$ cat src/rtl/keycode_scan_encoder.sv
// PS/2 set-2 scan-code encoder: turns one key event into an E0/F0-prefixed
// byte sequence on a valid/ready byte stream, with a one-entry key holding register.
module keycode_scan_encoder #(
  parameter int unsigned GAP_CYCLES = 2
) (
  input  logic       clk,
  input  logic       reset_n,
  input  logic       key_en,
  input  logic [7:0] keycode,
  input  logic       ext,
  input  logic       make,
  input  logic       clear,
  input  logic       scan_ready,
  output logic [7:0] scan_code,
  output logic       scan_valid,
  output logic       key_ready,
  output logic       busy,
  output logic       seq_done,
  output logic       overrun
);

  localparam int unsigned GAP_W = 8;
  localparam logic [GAP_W-1:0] GAP_LOAD =
    (GAP_CYCLES == 0) ? GAP_W'(0) : GAP_W'(GAP_CYCLES - 1);
  localparam logic [7:0] BYTE_E0 = 8'hE0;
  localparam logic [7:0] BYTE_F0 = 8'hF0;

  typedef enum logic [2:0] {
    IDLE      = 3'd0,
    SEND_E0   = 3'd1,
    SEND_F0   = 3'd2,
    SEND_CODE = 3'd3,
    GAP       = 3'd4
  } state_t;

  typedef struct packed {
    logic [7:0] code;
    logic       ext;
    logic       make;
  } key_t;

  state_t           state, state_d, gap_next, gap_next_d, nxt;
  logic [GAP_W-1:0] cnt, cnt_d;
  key_t             cur, cur_d, hold, hold_d, in_key;
  logic             hold_valid, hold_valid_d;
  logic             overrun_d, seq_done_d, scan_valid_d, advance, xfer;
  logic [7:0]       scan_code_d;

  function automatic state_t first_state(input key_t k);
    if (k.ext)        return SEND_E0;
    else if (!k.make) return SEND_F0;
    else              return SEND_CODE;
  endfunction

  assign in_key = '{code: keycode, ext: ext, make: make};
  assign xfer   = scan_valid & scan_ready;
  assign busy   = (state != IDLE) | hold_valid;

  // Registered state and outputs
  always_ff @(posedge clk or negedge reset_n) begin
    if (!reset_n) begin
      state      <= IDLE;
      gap_next   <= IDLE;
      cnt        <= '0;
      cur        <= '0;
      hold       <= '0;
      hold_valid <= 1'b0;
      key_ready  <= 1'b1;
      overrun    <= 1'b0;
      seq_done   <= 1'b0;
      scan_valid <= 1'b0;
      scan_code  <= 8'h00;
    end else begin
      state      <= state_d;
      gap_next   <= gap_next_d;
      cnt        <= cnt_d;
      cur        <= cur_d;
      hold       <= hold_d;
      hold_valid <= hold_valid_d;
      key_ready  <= ~hold_valid_d;
      overrun    <= overrun_d;
      seq_done   <= seq_done_d;
      scan_valid <= scan_valid_d;
      scan_code  <= scan_code_d;
    end
  end

  // Next-state, key intake and output decode
  always_comb begin
    state_d      = state;
    gap_next_d   = gap_next;
    cnt_d        = cnt;
    cur_d        = cur;
    hold_d       = hold;
    hold_valid_d = hold_valid;
    overrun_d    = overrun;
    seq_done_d   = 1'b0;
    scan_code_d  = scan_code;
    scan_valid_d = 1'b0;
    advance      = 1'b0;
    nxt          = IDLE;

    case (state)
      IDLE: begin
        if (hold_valid) begin
          cur_d        = hold;
          state_d      = first_state(hold);
          hold_valid_d = 1'b0;
        end else if (key_en) begin
          cur_d   = in_key;
          state_d = first_state(in_key);
        end
      end
      SEND_E0: begin
        advance = xfer;
        nxt     = cur.make ? SEND_CODE : SEND_F0;
      end
      SEND_F0: begin
        advance = xfer;
        nxt     = SEND_CODE;
      end
      SEND_CODE: begin
        advance    = xfer;
        nxt        = IDLE;
        seq_done_d = xfer;
      end
      GAP: begin
        if (cnt == '0) state_d = gap_next;
        else           cnt_d   = GAP_W'(cnt - GAP_W'(1));
      end
      default: state_d = IDLE;
    endcase

    if (advance) begin
      if (GAP_CYCLES == 0) begin
        state_d = nxt;
      end else begin
        state_d    = GAP;
        gap_next_d = nxt;
        cnt_d      = GAP_LOAD;
      end
    end

    // Key intake uses registered hold state: a key arriving as the holding register drains is dropped
    if (clear) overrun_d = 1'b0;
    if (key_en) begin
      if (hold_valid) begin
        overrun_d = 1'b1;
      end else if (state != IDLE) begin
        hold_d       = in_key;
        hold_valid_d = 1'b1;
      end
    end

    case (state_d)
      SEND_E0:   begin scan_valid_d = 1'b1; scan_code_d = BYTE_E0;    end
      SEND_F0:   begin scan_valid_d = 1'b1; scan_code_d = BYTE_F0;    end
      SEND_CODE: begin scan_valid_d = 1'b1; scan_code_d = cur_d.code; end
      default:   scan_valid_d = 1'b0;
    endcase
  end

endmodule

$ cat config.mk
export PLATFORM = sky130hd
export DESIGN_NAME = keycode_scan_encoder
export DESIGN_NICKNAME = d
export VERILOG_FILES = /design/src/rtl/keycode_scan_encoder.sv
export SDC_FILE = /design/constraint.sdc
export NUM_CORES = 1
export LEC_CHECK = 0
export BUFFER_PORTS_ARGS = -buffer_cell sky130_fd_sc_hd__buf_2
export CAP_MARGIN = 20
export CELL_PAD_IN_SITES_DETAIL_PLACEMENT = 1
export CELL_PAD_IN_SITES_GLOBAL_PLACEMENT = 2
export CORE_UTILIZATION = 33
export DETAILED_ROUTE_END_ITERATION = 10
export HOLD_SLACK_MARGIN = 0.06
export PLACE_DENSITY = 0.81
export SETUP_SLACK_MARGIN = 0.1
export SYNTH_ARGS = -nofsm -noshare
export SYNTH_HDL_FRONTEND = slang
export SYNTH_SLANG_ARGS = --single-unit
$ cat constraint.sdc
create_clock -name clk -period 1.95 [get_ports clk]
set_clock_uncertainty 0.1 [all_clocks]
set_input_delay 0.2925 -clock clk [delete_from_list [all_inputs] [get_ports clk]]
set_output_delay 0.2925 -clock clk [all_outputs]
set_load 0.01 [all_outputs]
==> parameters.txt <==
Parameter                              Value

Run
  Total of max-cap violations ... 0

Critical path
  Critical Path Source Type ... flop
  Reg-to-reg startpoint ... state[0]$_DFF_PN0_
  Start point of the critical path ... state[0]$_DFF_PN0_
  Setup crit end kind ... flop
  Kind of critical path ... flop to flop
  Largest fanout on the critical path ... 5
  Data arrival time of the critical path ... 2010 ps
  Required time at the worst-slack endpoint ... 2040 ps

Place
  Final weighted congestion of routability-driven global placement ... 0.750
  Port buffer count ... 27
  Post-detail-place hpwl ... 3.76 mm
  Placed insts ... 299
  Placed instance area ... 2410 um2

Timing
  Transition time at the pin with the least slew margin ... 564 ps
  Fin crit share ... 98.4%
  Worst slew slack as a fraction of its limit ... 62.4%
  Final setup TNS ... 0 ps
  Achievable frequency ... 521 MHz
  Final Hold Slack ... 128 ps
  Final setup viols ... 0
  Number of slew-limit violations in the final report ... 0
  Crit path time final ... 1920 ps
  Unrepaired setup endpoints after global routing ... yes
  Number of hold violations in the final report ... 0

Synth
  Synth Net Count ... 196
  Number of enable flip-flop cells after synthesis ... 0
  Flip-flop and latch count after synthesis ... 45
  Post-synth ARST share ... 100%
  Number of warnings reported in the yosys synthesis log ... 0
  Primary flip-flop cell chosen by synthesis mapping ... sky130_fd_sc_hd__dfrtp_1
  Top post-synthesis cells by area ... sky130_fd_sc_hd__dfrtp_1, sky130_fd_sc_hd__mux2_2, sky130_fd_sc_hd__nor2_1
  Syn Area/Cell ... 11.3 um2
  Leading area contributor after synthesis ... sky130_fd_sc_hd__dfrtp_1
  Synth top area share ... 54.2%
  Count of unique library cells instantiated by Yosys ... 45
  Post-synthesis cell count ... 180
  Area of the mapped netlist ... 2030 um2
  Proportion of synthesized chip area in sequential cells ... 55.5%

Final layout
  Post-layout instance count excluding filler cells ... 319
  Area used by sequential logic in the layout ... 1130 um2
  Share of cells above drive strength 1 ... 40.6%
  Final net count ... 259
  Area overhead of the layout relative to synthesis ... 31.6%
  Total of fill cells in the finished design ... 667
  Final design instance area without fill ... 2670 um2
  Footprint of the multi-input gates ... 916 um2
  Final Util ... 45.1%
  Ant diodes ... 0

Power
  Part of the total power dissipated in combinational logic ... 51.6%
  Internal Pwr Total ... 2830 uW
  Power per standard cell area ... 1760 nW/um2
  Sequential group share of total power ... 35.7%
  Switching power of the nets ... 1870 uW
  Max IR drop VDD ... 0.000481 V
  Switching part of the total ... 39.7%
  Reported leakage power ... 0.00119 uW
  Clock Power Share ... 12.7%

Clock tree
  Htree depth ... 2
  Clock transition at the registers of the reported paths ... 100 ps
  Cts bufs inserted ... 5
  CTS Root Buffer Type ... sky130_fd_sc_hd__clkbuf_8
  Insertion delay of the later-clocked pin in the worst-skew pair ... 310 ps
  Clock tree from TritonCTS ... built
  Maximum number of buffers from clock root to sink ... 2
  Clock net sink count ... 45

Routing
  Via count ... 1663
  WL per Instance ... 16.9 um
  Ratio of routed vias to standard cells ... 5.21
  Final routed DRC violation total ... 0
  Antenna-violating nets left ... 0
  Routed WL ... 5.39 mm
  Detailed-router iteration count before antenna repair ... 4
  DRC marker count from the first detailed-route iteration ... 78

GRT
  Global-route wire length before repair ... 8.82 mm
  Global route overflow ... 0
  Antenna violations before repair ... 0
  Number of global-route vias before repair ... 1758
  Global-route total usage across every layer ... 18.4%
  Largest net degree at the start of global routing ... 46

Floorplan
  Die extent in y ... 80.4 um
  Count of pins on the block boundary ... 28
  Placeable Area ... 5920 um2
  Count of standard-cell rows ... 28
  DIE WIDTH ... 80.4 um
  Total die area ... 6470 um2
  Effective utilization at floorplan ... 34.3%

Min path
  Hold/Removal Path Class ... input port to flop
  Startpoint of the worst hold path ... keycode[2]

Run status
  Result of the run ... completed
-- cells in the final DEF, fill, tap and decap left out, types with 6 or more instances in the layout --
cell | Yosys | routed
sky130_fd_sc_hd__a22oi_1 | 8 | 8
sky130_fd_sc_hd__a31oi_1 | 8 | 8
sky130_fd_sc_hd__buf_2 | 2 | 27
sky130_fd_sc_hd__buf_4 | 0 | 33
sky130_fd_sc_hd__dfrtp_1 | 44 | 43
sky130_fd_sc_hd__mux2_2 | 10 | 10
sky130_fd_sc_hd__nor2_1 | 19 | 18
sky130_fd_sc_hd__nor2b_1 | 8 | 7
sky130_fd_sc_hd__o21ai_0 | 12 | 10
sky130_fd_sc_hd__xor2_1 | 6 | 6
-- synth_stat cells (4+ instances only) --
master                     number
sky130_fd_sc_hd__dfrtp_1       44
sky130_fd_sc_hd__nor2_1        19
sky130_fd_sc_hd__o21ai_0       12
sky130_fd_sc_hd__mux2_2        10
sky130_fd_sc_hd__a22oi_1        8
sky130_fd_sc_hd__a31oi_1        8
sky130_fd_sc_hd__nor2b_1        8
sky130_fd_sc_hd__nand2_1        6
sky130_fd_sc_hd__xor2_1         6
sky130_fd_sc_hd__a22o_1         4
sky130_fd_sc_hd__and2_1         4
sky130_fd_sc_hd__clkbuf_1       4
sky130_fd_sc_hd__inv_1          4
-- per-stage QoR --
stage	setup WS [ps]	total power, uW
3_5_place_dp	-27.7	3750
5_1_grt	-39.9	5030
3_3_place_gp	22.6	3650
6_report	31.1	4690
4_1_cts	42.5	4570
2_1_floorplan	61.5	2880
-- logic make-up after synthesis --
logic type | Yosys count | synth area share [%]
and+or+nand+nor | 58 | 15.6
AOI/OAI and AO/OA | 46 | 16.7
DFF | 45 | 55.5
buffers and inverters | 13 | 2.96
muxes | 11 | 6.04
xor gates and xnor gates | 6 | 2.59
adders and majority gates | 1 | 0.616
-- power by group through the flow --
stage | combinational, uW | clock, uW | sequential (uW)
2_1_floorplan | 1230 | 0 | 1650
3_3_place_gp | 1990 | 0 | 1660
3_5_place_dp | 2070 | 0 | 1670
4_1_cts | 2300 | 614 | 1660
5_1_grt | 2650 | 638 | 1740
6_report | 2420 | 595 | 1680
-- repair_timing --
action | 4_1_cts | 5_1_grt
gates cloned | 0 | 0
resized for setup | 8 | 11
pin swaps | 2 | 6
endpoints found under the hold margin | 45 | 0
buffers inserted | 7 | 3
hold buffers | 2 | 0
endpoints found under the setup margin | 22 | 29
-- state kept, by name, summed over array words and instances, names as in the netlist --
register and flops:
cnt 8, cur 9, gap_next 2, hold 10, hold_valid 1, key_ready 1
overrun 1, scan_code 8, scan_valid 1, seq_done 1, state 3
-- cell type report --
| class | instances | area share [%] |
|---|---|---|
| inverters | 5 | 0.702 |
| well taps | 75 | 3.51 |
| clock buffers | 5 | 2.57 |
| multi-input cells | 122 | 34.3 |
| repair buffers | 64 | 15.9 |
| clock inverters | 3 | 0.796 |
| flip-flops and latches | 45 | 42.2 |
-- final timing paths --
check,end,slack (ps),cells after the start
max in group asynchronous,state[1]$_DFF_PN0_,840,3
worst min register to register,gap_next[1]$_DFFE_PN0N_,410,2
min in group asynchronous,cnt[3]$_DFFE_PN0P_,500,3
worst max-delay path,scan_code[0]$_DFFE_PN0P_,30,5
worst max register to register,scan_code[0]$_DFFE_PN0P_,30,5
worst min-delay path,hold[4]$_DFFE_PN0P_,130,2
-- critical path, cell delays in order, from the launching register on --
cell                       delay, ps
sky130_fd_sc_hd__dfrtp_1         410
sky130_fd_sc_hd__or3_4           400
sky130_fd_sc_hd__a2111o_1        350
sky130_fd_sc_hd__a31oi_4         230
sky130_fd_sc_hd__nor2_4           80
sky130_fd_sc_hd__a22o_1          230
-- layer usage --
| metal | part of all wire (%) | routed length [um] | GRT usage, % | vias up |
|---|---|---|---|---|
| li1 | - | - | - | 774 |
| met1 | 46 | 2500 | 24.4 | 860 |
| met2 | 50 | 2670 | 29.8 | 21 |
| met3 | 2.2 | 118 | 2.84 | 8 |
| met4 | 1.8 | 97 | 7.32 | 0 |
| met5 | 0 | 0 | 0 | - |
Note: power is estimated with default switching activity, not from simulation.
